### src/rtl/axi_write_burst_driver.sv
// axi_write_burst_driver
//   Command-level front end for the AXI write path. Takes one write command
//   plus a beat stream and sequences it through the downstream write channel
//   as address phase, data phase and response phase. Illegal commands are
//   rejected, stalled phases time out, and one completion is reported per
//   command.
//
// Ports
//   clk, resetn                      clock, asynchronous active-low reset
//   cmd_valid/cmd_ready, cmd_*       command handshake and fields
//   dat_valid/dat_ready, dat_*       beat-stream handshake, data, strobes
//   aw_addr/len/size/burst, aw_valid latched command toward the write channel
//   axi_awready                      address accepted
//   w_data, w_strb, w_valid          beat pass-through toward the write channel
//   axi_wready                       beat accepted
//   b_ready, axi_bvalid, axi_bresp   response handshake
//   done_valid/resp/timeout          one-cycle completion report
//   txn_count                        completed-command counter (wraps)
module axi_write_burst_driver #(
  parameter int AW      = 32,
  parameter int DW      = 64,
  parameter int TIMEOUT = 1024
) (
  input  logic            clk,
  input  logic            resetn,
  input  logic            cmd_valid,
  output logic            cmd_ready,
  input  logic [AW-1:0]   cmd_addr,
  input  logic [7:0]      cmd_len,
  input  logic [2:0]      cmd_size,
  input  logic [1:0]      cmd_burst,
  input  logic            dat_valid,
  output logic            dat_ready,
  input  logic [DW-1:0]   dat_data,
  input  logic [DW/8-1:0] dat_strb,
  output logic [AW-1:0]   aw_addr,
  output logic [7:0]      aw_len,
  output logic [2:0]      aw_size,
  output logic [1:0]      aw_burst,
  output logic            aw_valid,
  input  logic            axi_awready,
  output logic [DW-1:0]   w_data,
  output logic [DW/8-1:0] w_strb,
  output logic            w_valid,
  input  logic            axi_wready,
  output logic            b_ready,
  input  logic            axi_bvalid,
  input  logic [1:0]      axi_bresp,
  output logic            done_valid,
  output logic [1:0]      done_resp,
  output logic            done_timeout,
  output logic [15:0]     txn_count
);

  typedef enum logic [1:0] {S_IDLE, S_ADDR, S_DATA, S_RESP} state_e;

  localparam logic [15:0] TMO_LIMIT = 16'(TIMEOUT);
  localparam bit          TMO_EN    = (TIMEOUT != 0);

  state_e        state_q, state_d;
  logic [AW-1:0] aw_addr_q, aw_addr_d;
  logic [7:0]    aw_len_q, aw_len_d;
  logic [2:0]    aw_size_q, aw_size_d;
  logic [1:0]    aw_burst_q, aw_burst_d;
  logic [8:0]    beat_cnt_q, beat_cnt_d;
  logic [15:0]   tmo_cnt_q, tmo_cnt_d;
  logic          done_valid_q, done_valid_d;
  logic [1:0]    done_resp_q, done_resp_d;
  logic          done_timeout_q, done_timeout_d;
  logic [15:0]   txn_count_q, txn_count_d;

  logic          tmo_fire;
  logic          aw_hs, w_hs, b_hs;
  logic [AW:0]   burst_bytes, burst_end;
  logic          cross_4k, cmd_illegal;

  // Legality of the incoming command. The end address is formed one bit
  // wider than the address so a wrap past the top of memory shows as a carry.
  always_comb begin
    burst_bytes = {{(AW-8){1'b0}}, ({1'b0, cmd_len} + 9'd1)} << cmd_size;
    burst_end   = {1'b0, cmd_addr} + burst_bytes - (AW+1)'(1);
    cross_4k    = burst_end[AW] || (burst_end[AW-1:12] != cmd_addr[AW-1:12]);
    cmd_illegal = (cmd_size > 3'd3) || ((cmd_burst == 2'b01) && cross_4k);
  end

  // Timeout takes priority over any handshake: all valids/readies drop in
  // the cycle it fires, so nothing can complete in that cycle.
  assign tmo_fire = TMO_EN && (state_q != S_IDLE) && (tmo_cnt_q == TMO_LIMIT);

  assign aw_hs = aw_valid && axi_awready;
  assign w_hs  = w_valid && axi_wready;
  assign b_hs  = b_ready && axi_bvalid;

  // State register
  always_ff @(posedge clk or negedge resetn) begin
    if (!resetn) state_q <= S_IDLE;
    else         state_q <= state_d;
  end

  // Next-state logic
  always_comb begin
    state_d = state_q;
    case (state_q)
      S_IDLE: if (cmd_valid) state_d = cmd_illegal ? S_IDLE : S_ADDR;
      S_ADDR: begin
        if (tmo_fire)   state_d = S_IDLE;
        else if (aw_hs) state_d = S_DATA;
      end
      S_DATA: begin
        if (tmo_fire)                                    state_d = S_IDLE;
        else if (w_hs && (beat_cnt_q == {1'b0, aw_len_q})) state_d = S_RESP;
      end
      S_RESP: begin
        if (tmo_fire || b_hs) state_d = S_IDLE;
      end
      default: state_d = S_IDLE;
    endcase
  end

  // Output logic
  always_comb begin
    cmd_ready    = resetn && (state_q == S_IDLE);
    aw_valid     = (state_q == S_ADDR) && !tmo_fire;
    w_valid      = (state_q == S_DATA) && !tmo_fire && dat_valid;
    dat_ready    = (state_q == S_DATA) && !tmo_fire && axi_wready;
    b_ready      = (state_q == S_RESP) && !tmo_fire;
    w_data       = (state_q == S_DATA) ? dat_data : '0;
    w_strb       = (state_q == S_DATA) ? dat_strb : '0;
    aw_addr      = aw_addr_q;
    aw_len       = aw_len_q;
    aw_size      = aw_size_q;
    aw_burst     = aw_burst_q;
    done_valid   = done_valid_q;
    done_resp    = done_resp_q;
    done_timeout = done_timeout_q;
    txn_count    = txn_count_q;
  end

  // Datapath next values
  always_comb begin
    aw_addr_d      = aw_addr_q;
    aw_len_d       = aw_len_q;
    aw_size_d      = aw_size_q;
    aw_burst_d     = aw_burst_q;
    beat_cnt_d     = beat_cnt_q;
    done_valid_d   = 1'b0;
    done_resp_d    = done_resp_q;
    done_timeout_d = done_timeout_q;
    txn_count_d    = txn_count_q;

    if ((state_q == S_IDLE) && cmd_valid) begin
      aw_addr_d  = cmd_addr;
      aw_len_d   = cmd_len;
      aw_size_d  = cmd_size;
      aw_burst_d = cmd_burst;
      if (cmd_illegal) begin
        done_valid_d   = 1'b1;
        done_resp_d    = 2'b10;
        done_timeout_d = 1'b0;
      end
    end

    if (aw_hs) beat_cnt_d = '0;
    if (w_hs)  beat_cnt_d = beat_cnt_q + 9'd1;

    if (b_hs) begin
      done_valid_d   = 1'b1;
      done_resp_d    = axi_bresp;
      done_timeout_d = 1'b0;
      txn_count_d    = txn_count_q + 16'd1;
    end

    if (tmo_fire) begin
      done_valid_d   = 1'b1;
      done_resp_d    = 2'b11;
      done_timeout_d = 1'b1;
    end

    // Idle counter restarts on any phase change or handshake.
    if ((state_d != state_q) || aw_hs || w_hs || b_hs) tmo_cnt_d = '0;
    else if (state_q != S_IDLE)                          tmo_cnt_d = tmo_cnt_q + 16'd1;
    else                                                 tmo_cnt_d = tmo_cnt_q;
  end

  // Datapath registers
  always_ff @(posedge clk or negedge resetn) begin
    if (!resetn) begin
      aw_addr_q      <= '0;
      aw_len_q       <= '0;
      aw_size_q      <= '0;
      aw_burst_q     <= '0;
      beat_cnt_q     <= '0;
      tmo_cnt_q      <= '0;
      done_valid_q   <= 1'b0;
      done_resp_q    <= '0;
      done_timeout_q <= 1'b0;
      txn_count_q    <= '0;
    end else begin
      aw_addr_q      <= aw_addr_d;
      aw_len_q       <= aw_len_d;
      aw_size_q      <= aw_size_d;
      aw_burst_q     <= aw_burst_d;
      beat_cnt_q     <= beat_cnt_d;
      tmo_cnt_q      <= tmo_cnt_d;
      done_valid_q   <= done_valid_d;
      done_resp_q    <= done_resp_d;
      done_timeout_q <= done_timeout_d;
      txn_count_q    <= txn_count_d;
    end
  end

endmodule

### config.mk
export PLATFORM = sky130hd
export DESIGN_NAME = axi_write_burst_driver
export DESIGN_NICKNAME = d
export VERILOG_FILES = /design/src/rtl/axi_write_burst_driver.sv
export SDC_FILE = /design/constraint.sdc
export NUM_CORES = 1
export LEC_CHECK = 0
export BUFFER_PORTS_ARGS = -buffer_cell sky130_fd_sc_hd__buf_2
export CORE_MARGIN = 2
export CORE_UTILIZATION = 52
export CTS_BUF_LIST = sky130_fd_sc_hd__clkbuf_4
export CTS_CLUSTER_SIZE = 12
export DETAILED_ROUTE_END_ITERATION = 8
export GPL_ROUTABILITY_DRIVEN = 0
export GPL_TIMING_DRIVEN = 0
export HOLD_SLACK_MARGIN = 0.08
export MAX_ROUTING_LAYER = met4
export PLACE_DENSITY_LB_ADDON = 0.2
export SLEW_MARGIN = 30
export SYNTH_ARGS = -nofsm -noshare
export SYNTH_HDL_FRONTEND = slang
export SYNTH_SLANG_ARGS = --single-unit
### constraint.sdc
create_clock -name clk -period 2.9 [get_ports clk]
set_input_delay 0.725 -clock clk [delete_from_list [all_inputs] [get_ports clk]]
set_output_delay 0.725 -clock clk [all_outputs]
set_load 0.01 [all_outputs]
==> impl_metrics.env, run 1 <==
export IMPL_fin_crit_sh_pct=176
export IMPL_path_class="in2reg"
export IMPL_cp_slowest_cell="or4_4"
export IMPL_core_rowCount=44
export IMPL_max_stage_delay_ns=0.51
export IMPL_grt_max_degree=49
export IMPL_drtIter0Drc=699
export IMPL_synth_warnings=0
export IMPL_ys_flop_type="dfrtp_1"
export IMPL_netlist_instances=937
export IMPL_die_w_um=126
export IMPL_drtAntennaViolNets=0
export IMPL_syn_avg_cell_area_um2=8.23
export IMPL_synth_most_common_cell="nand2_1"
export IMPL_cts_tree="done"
export IMPL_slew_violations=0
export IMPL_cp_start_kind="input pin"
export IMPL_rsz0062_at_grt="true"
export IMPL_worstPathCellList="buf_12, ha_4, a22o_1, a211oi_2, buf_4, mux2_4, a22oi_2, ha_1, inv_2, ha_4, nand4_1, buf_4, nor3_2, o21ai_0, nand2_1, mux2_2, or4_1, or4_4, o31ai_4, nand3_4, buf_4, and3_1"
export IMPL_power_density_nw_per_um2=662
export IMPL_grt_pass1_wl_um=40000
export IMPL_vias=8196
export IMPL_synth_edf_count=0
export IMPL_yosys_top_cells_area="dfrtp_1 30%, ha_1 8.1%, mux2_2 7.2%"
export IMPL_ctsHoldBuffers=0
export IMPL_cp_common_cell="buf_4"
export IMPL_critPathCaptureType="flip-flop"
export IMPL_antenna_found_initial=6
export IMPL_dpl_worst_slack_ns=-3.31
export IMPL_layout_min_cycle_time_ns=5.09
export IMPL_maxSlewHeadroom_pct=45.9
export IMPL_crit_fanout=8
export IMPL_cts_sinks=92
export IMPL_hold_path_class="in2async"
export IMPL_required_ns=3.30
export IMPL_syn_cell_area_um2=7720
export IMPL_finalSetupTns_ns=-45.32
export IMPL_finalHoldViolCount=0
export IMPL_clk_pin_slew_ns=0.17
export IMPL_grt_pass1_vias=7758
export IMPL_synthArstFlopShare_pct=100
export IMPL_yosys_area_top_type="dfrtp_1"
export IMPL_synth_top_area_share_pct=29.8
export IMPL_io_buffers=265
export IMPL_crit_family="simple AND/OR/NAND/NOR gates"
export IMPL_fin_area_um2=10200
export IMPL_ys_top_cells_by_count="95 x nand2_1, 92 x dfrtp_1, 79 x inv_1"
export IMPL_track_usage_pct=32.9
export IMPL_status="finished with violations"
export IMPL_io_pins=268
export IMPL_dp_hpwl_um=20100
export IMPL_wirelength_um=26000
export IMPL_setup_viol_count_final=25
export IMPL_placed_area_um2=9390
export IMPL_fin_skew_ns=0.0206
export IMPL_clockBufferDepth=2
export IMPL_via_per_inst=5.73
export IMPL_htreeDepth=3
export IMPL_die_y_um=126
export IMPL_ys_types=62
export IMPL_cp_buffers_inverters=5
export IMPL_multi_input_area_um2=5410
export IMPL_fmax_mhz=196
export IMPL_maxCapViolations=0
export IMPL_drc_errors=0
export IMPL_syn_to_final_growth_pct=32.8
export IMPL_n_fill_cell=1187
export IMPL_core_area_um2=14500
export IMPL_initial_core_util_pct=53.1
export IMPL_synth_fp_nets=1113
export IMPL_placed_cells=1387
export IMPL_crit_arrival_ns=5.49
export IMPL_tightest_slew_ns=0.812
export IMPL_finalPower_mw=6.78
export IMPL_yosysSeqAreaShare_pct=29.8
export IMPL_p_leak_nw=5.10
export IMPL_globalRouteOverflowTotal=0
export IMPL_violations="negative setup slack"
export IMPL_root_buffer="clkbuf_4"
export IMPL_fin_util_pct=70.5
export IMPL_drive_above_1_share_pct=37.2
export IMPL_clock_latency_ns=0.50
export IMPL_design_die_area_um2=15800
export IMPL_first_pass_iters=5
export IMPL_vdd_drop_max_mv=0.319
export IMPL_ys_ff_latch=92
export IMPL_fin_ws_ns=-2.19
export IMPL_nets=1413
export IMPL_fin_cells=1431
export IMPL_wire_per_inst_um=18.1
export IMPL_numCtsBuffers=9
export IMPL_whs_ns=0.127
export IMPL_seq_area_um2=2300
-- worst paths after layout --
kind / from / to / slack, ns / cells after the start
hold reg to reg: txn_count[15] / txn_count[15] / 0.50 / 1
hold / removal: resetn / done_valid / 0.13 / 1
max in group asynchronous: resetn / aw_len[1] / 2.16 / 2
setup / recovery: cmd_len[0] / tmo_cnt_q[5] / -2.19 / 22
setup reg to reg: tmo_cnt_q[1] / tmo_cnt_q[5] / -0.01 / 15
min in group clk: axi_bresp[1] / done_resp[1] / 0.45 / 2
-- metal layers --
layer  GRT usage [%]  vias to the layer above  wire (µm)
met2            53.2                      380      12300
met4            13.8                        0        969
li1                -                     3887          -
met3            7.09                       58       2320
met1            40.1                     3871      10400
met5               -                        -          0
-- layout make-up --
type,count,area share [%]
Multi-Input combinational cell,725,52.8
Sequential cell,92,22.5
Timing Repair Buffer,297,16.3
Inverter,79,2.89
Tap cell,184,2.25
Buffer,33,1.76
Clock inverter,7,0.684
Clock buffer,9,0.660
Antenna cell,5,0.122
-- cells in the final DEF (no fill, tap or decap), types with 6 or more instances in the layout --
cell type  Yosys  final
a21o_1         7      7
a21oi_1       53     42
a21oi_2        0      8
and2_1        76     70
and3_1        29     20
and3_4         0     10
and4_1         7      7
buf_2          3    258
buf_4          0     30
buf_6          1      8
clkbuf_1      37     21
clkbuf_4       0     10
dfrtp_1       92     90
ha_1          50     40
ha_4           0     10
inv_1         79     74
mux2_2        49     48
mux2i_1        9      9
nand2_1       95     92
nand2b_1       9      7
nand3_1       22     20
nand4_1       21     21
nor2_1        56     52
nor3_1         8      6
o2111ai_1      6      6
o211ai_1       8      8
o21ai_0       57     50
o22ai_1        6      6
xnor2_1       32     32
xor2_1        33     32
-- registers in the layout, summed over array words and instances (netlist names) --
| signal | cells |
|---|---|
| state_q | 2 |
| aw_burst | 2 |
| txn_count | 16 |
| beat_cnt_q | 9 |
| aw_size | 3 |
| aw_len | 8 |
| done_valid | 1 |
| tmo_cnt_q | 16 |
| done_timeout | 1 |
| done_resp | 2 |
| aw_addr | 32 |
-- worst reg2reg max path: stages, from the launching register on --
cell and delay [ns]:
dfrtp_1 0.44, inv_2 0.10, ha_4 0.14, nor4b_4 0.19, nand4_1 0.12, or4_4 0.45
buf_6 0.15, nand2_4 0.07, nor2_4 0.04, buf_4 0.12, buf_4 0.13, inv_1 0.05
o22ai_1 0.11, a21o_1 0.24, clkbuf_1 0.25, and3_1 0.24
-- power by group --
part | switching [mW] | leakage, nW | internal [mW] | total, mW
registers | 0.308 | 1.15 | 1.69 | 2.00
clock network | 0.544 | 0.0654 | 0.197 | 0.741
logic | 2.20 | 3.88 | 1.84 | 4.04
total | 3.05 | 5.10 | 3.73 | 6.78
-- what timing repair did --
action / 4_1_cts / 5_1_grt
gates resized for setup: 96 / 35
endpoints found under the setup margin: 101 / 75
cloned: 1 / 0
buffers inserted: 23 / 7
endpoints found under the hold margin: 0 / 0
pin swaps: 20 / 12
-- cell families (layout without fill, tap and decap cells) --
family / after synthesis / count (layout) / synth area share, %
other: 0 / 5 / 0
adders and majority gates: 50 / 50 / 8.11
buffers and inverters: 120 / 425 / 5.98
and+or+nand+nor: 359 / 359 / 24.3
AOI/OAI and AO/OA: 192 / 192 / 15.8
DFF: 92 / 92 / 29.8
xor gates and xnor gates: 66 / 66 / 7.59
muxes: 58 / 58 / 8.32
(Power assumes the default switching activity.)
==> inputs of run 2 (changes only) <==
CORE_UTILIZATION = 47   (was 52)
CTS_BUF_LIST = sky130_fd_sc_hd__clkbuf_16   (was sky130_fd_sc_hd__clkbuf_4)
clock period = 4.64 ns   (was 2.9 ns; I/O delays follow)
==> run 2 against run 1 <==
Effect of this change:
- the flow still finishes with violations (negative setup slack)
- cell count grew 1.3%
- clock skew shrank 0.0081 ns
- sequential share of layout area is essentially flat
==> impl_metrics.env, run 2 (synthesized netlist as in run 1, its figures left out) <==
export IMPL_status="finished with violations"
export IMPL_violations="negative setup slack"
export IMPL_hold_path_class="reg2reg"
export IMPL_mostFrequentLayoutCells="263 x buf_2, 92 x nand2_1, 92 x dfrtp_1"
export IMPL_min_path_cells=1
export IMPL_finalSetupTns_ns=-21.25
export IMPL_fmax_mhz=175
export IMPL_layout_commonest_cell="buf_2"
export IMPL_die_w_um=132
export IMPL_critPathCaptureType="flip-flop"
export IMPL_slew_violations=0
export IMPL_layout_min_cycle_time_ns=5.71
export IMPL_wire_per_inst_um=18.5
export IMPL_core_rowCount=46
export IMPL_cp_start_kind="input pin"
export IMPL_r2r_start="state_q[1]"
export IMPL_maxCapViolations=0
export IMPL_root_buffer="clkbuf_16"
export IMPL_track_usage_pct=30.7
export IMPL_drtIter0Drc=614
export IMPL_drive_above_1_share_pct=33.8
export IMPL_rsz0062_at_grt="true"
export IMPL_placed_area_um2=9430
export IMPL_power_density_nw_per_um2=435
export IMPL_globalRouteOverflowTotal=0
export IMPL_cts_sinks=92
export IMPL_first_pass_iters=5
export IMPL_cts_tree="done"
export IMPL_min_from="txn_count[12]"
export IMPL_via_per_inst=5.59
export IMPL_required_ns=4.88
export IMPL_drc_errors=0
export IMPL_ff2ff_setup_slack_ns=1.36
export IMPL_syn_to_final_growth_pct=32.4
export IMPL_fin_area_um2=10200
export IMPL_clockBufferDepth=2
export IMPL_r2r_cells=12
export IMPL_p_leak_nw=5.09
export IMPL_io_buffers=265
export IMPL_path_class="in2reg"
export IMPL_setup_viol_count_final=21
export IMPL_htreeDepth=3
export IMPL_finalHoldViolCount=0
export IMPL_fin_util_pct=64.1
export IMPL_vdd_drop_max_mv=0.213
export IMPL_fin_cells=1449
export IMPL_drtAntennaViolNets=0
export IMPL_numCtsBuffers=9
export IMPL_reg2reg_to="txn_count[15]"
export IMPL_initial_core_util_pct=48.4
export IMPL_largest_reg_flops=32
export IMPL_vias=8095
export IMPL_wirelength_um=26800
export IMPL_crit_fanout=7
export IMPL_design_die_area_um2=17500
export IMPL_io_pins=268
export IMPL_fin_crit_sh_pct=123
export IMPL_maxSlewHeadroom_pct=52.7
export IMPL_grt_pass1_vias=7607
export IMPL_clk_pin_slew_ns=0.06
export IMPL_fin_ws_ns=-1.07
export IMPL_grt_max_degree=48
export IMPL_finalPower_mw=4.44
export IMPL_tightest_slew_ns=0.709
export IMPL_grt_pass1_wl_um=40800
export IMPL_clock_latency_ns=0.36
export IMPL_nets=1403
export IMPL_dp_hpwl_um=21200
export IMPL_whs_ns=0.489
export IMPL_min_to="txn_count[12]"
export IMPL_placed_cells=1419
export IMPL_crit_arrival_ns=5.95
export IMPL_die_y_um=132
export IMPL_fin_skew_ns=0.0125
export IMPL_antenna_found_initial=2
export IMPL_dpl_worst_slack_ns=-2.01
export IMPL_core_area_um2=15900
[run 2: changes by cell type in the layout (fill, tap and decap cells not counted), sizes merged]
cell,before,now
buf,302,288
clkinv,1,2
clkinvlp,3,1
clkbuf,37,41
diode,5,2
inv,82,81
bufinv,0,1
[run 2: where the power goes]
part	switching (mW)	internal, mW
Clock	0.329	0.416
Combinational	1.37	1.08
Sequential	0.189	1.06
Total	1.89	2.55
[run 2: area by class of cell]
class	instances	area (µm²)
plain buffers	37	185
flip-flops and latches	92	2300
fillers	1444	5730
inverters	79	297
diodes	2	5.00
clock inverters	6	65.1
repair buffers	283	1540
clock buffers	9	225
multi-input cells	725	5330
well taps	216	270
[run 2: metal layers]
layer	part of all wire [%]	global-route usage, %	up-vias
met5	0	-	-
li1	-	-	3850
met2	47	49.0	379
met3	8.4	8.07	61
met1	41	36.8	3805
met4	4.1	12.9	0
[run 2: how the worst max path moves through the flow]
stage | start | end | slack [ns] | cells past startpoint
floorplan | cmd_len[2] | tmo_cnt_q[13] | -0.97 | 23
global placement | cmd_len[0] | tmo_cnt_q[11] | -2.02 | 22
detailed placement | cmd_len[0] | tmo_cnt_q[6] | -2.01 | 22
CTS | cmd_len[2] | tmo_cnt_q[9] | -1.01 | 24
global route | cmd_len[0] | done_resp[1] | -1.20 | 24
finish | cmd_len[0] | done_resp[1] | -1.07 | 24
[run 2: timing repair]
| action | in CTS | in global routing |
|---|---|---|
| pin swaps | 20 | 15 |
| hold buffers | 0 | 0 |
| setup buffers | 11 | 5 |
| cloned | 1 | 0 |
| gates resized for setup | 59 | 32 |
| endpoints found under the setup margin | 21 | 21 |
[run 2: worst max-delay path, stage by stage]
cell and delay [ns]:
buf_8 0.10, ha_4 0.19, buf_6 0.13, nand2_1 0.07, a21oi_2 0.14, a21oi_1 0.05
a31oi_1 0.25, nand2_1 0.11, o21ai_2 0.11, a22oi_2 0.10, ha_1 0.31, inv_2 0.05
ha_4 0.29, nand4_1 0.14, o21bai_2 0.28, nand3b_1 0.11, nand4_1 0.10, or4_1 0.47
or4_1 0.40, or4_4 0.51, o31ai_4 0.33, buf_4 0.18, o21ai_2 0.06, o32a_1 0.29
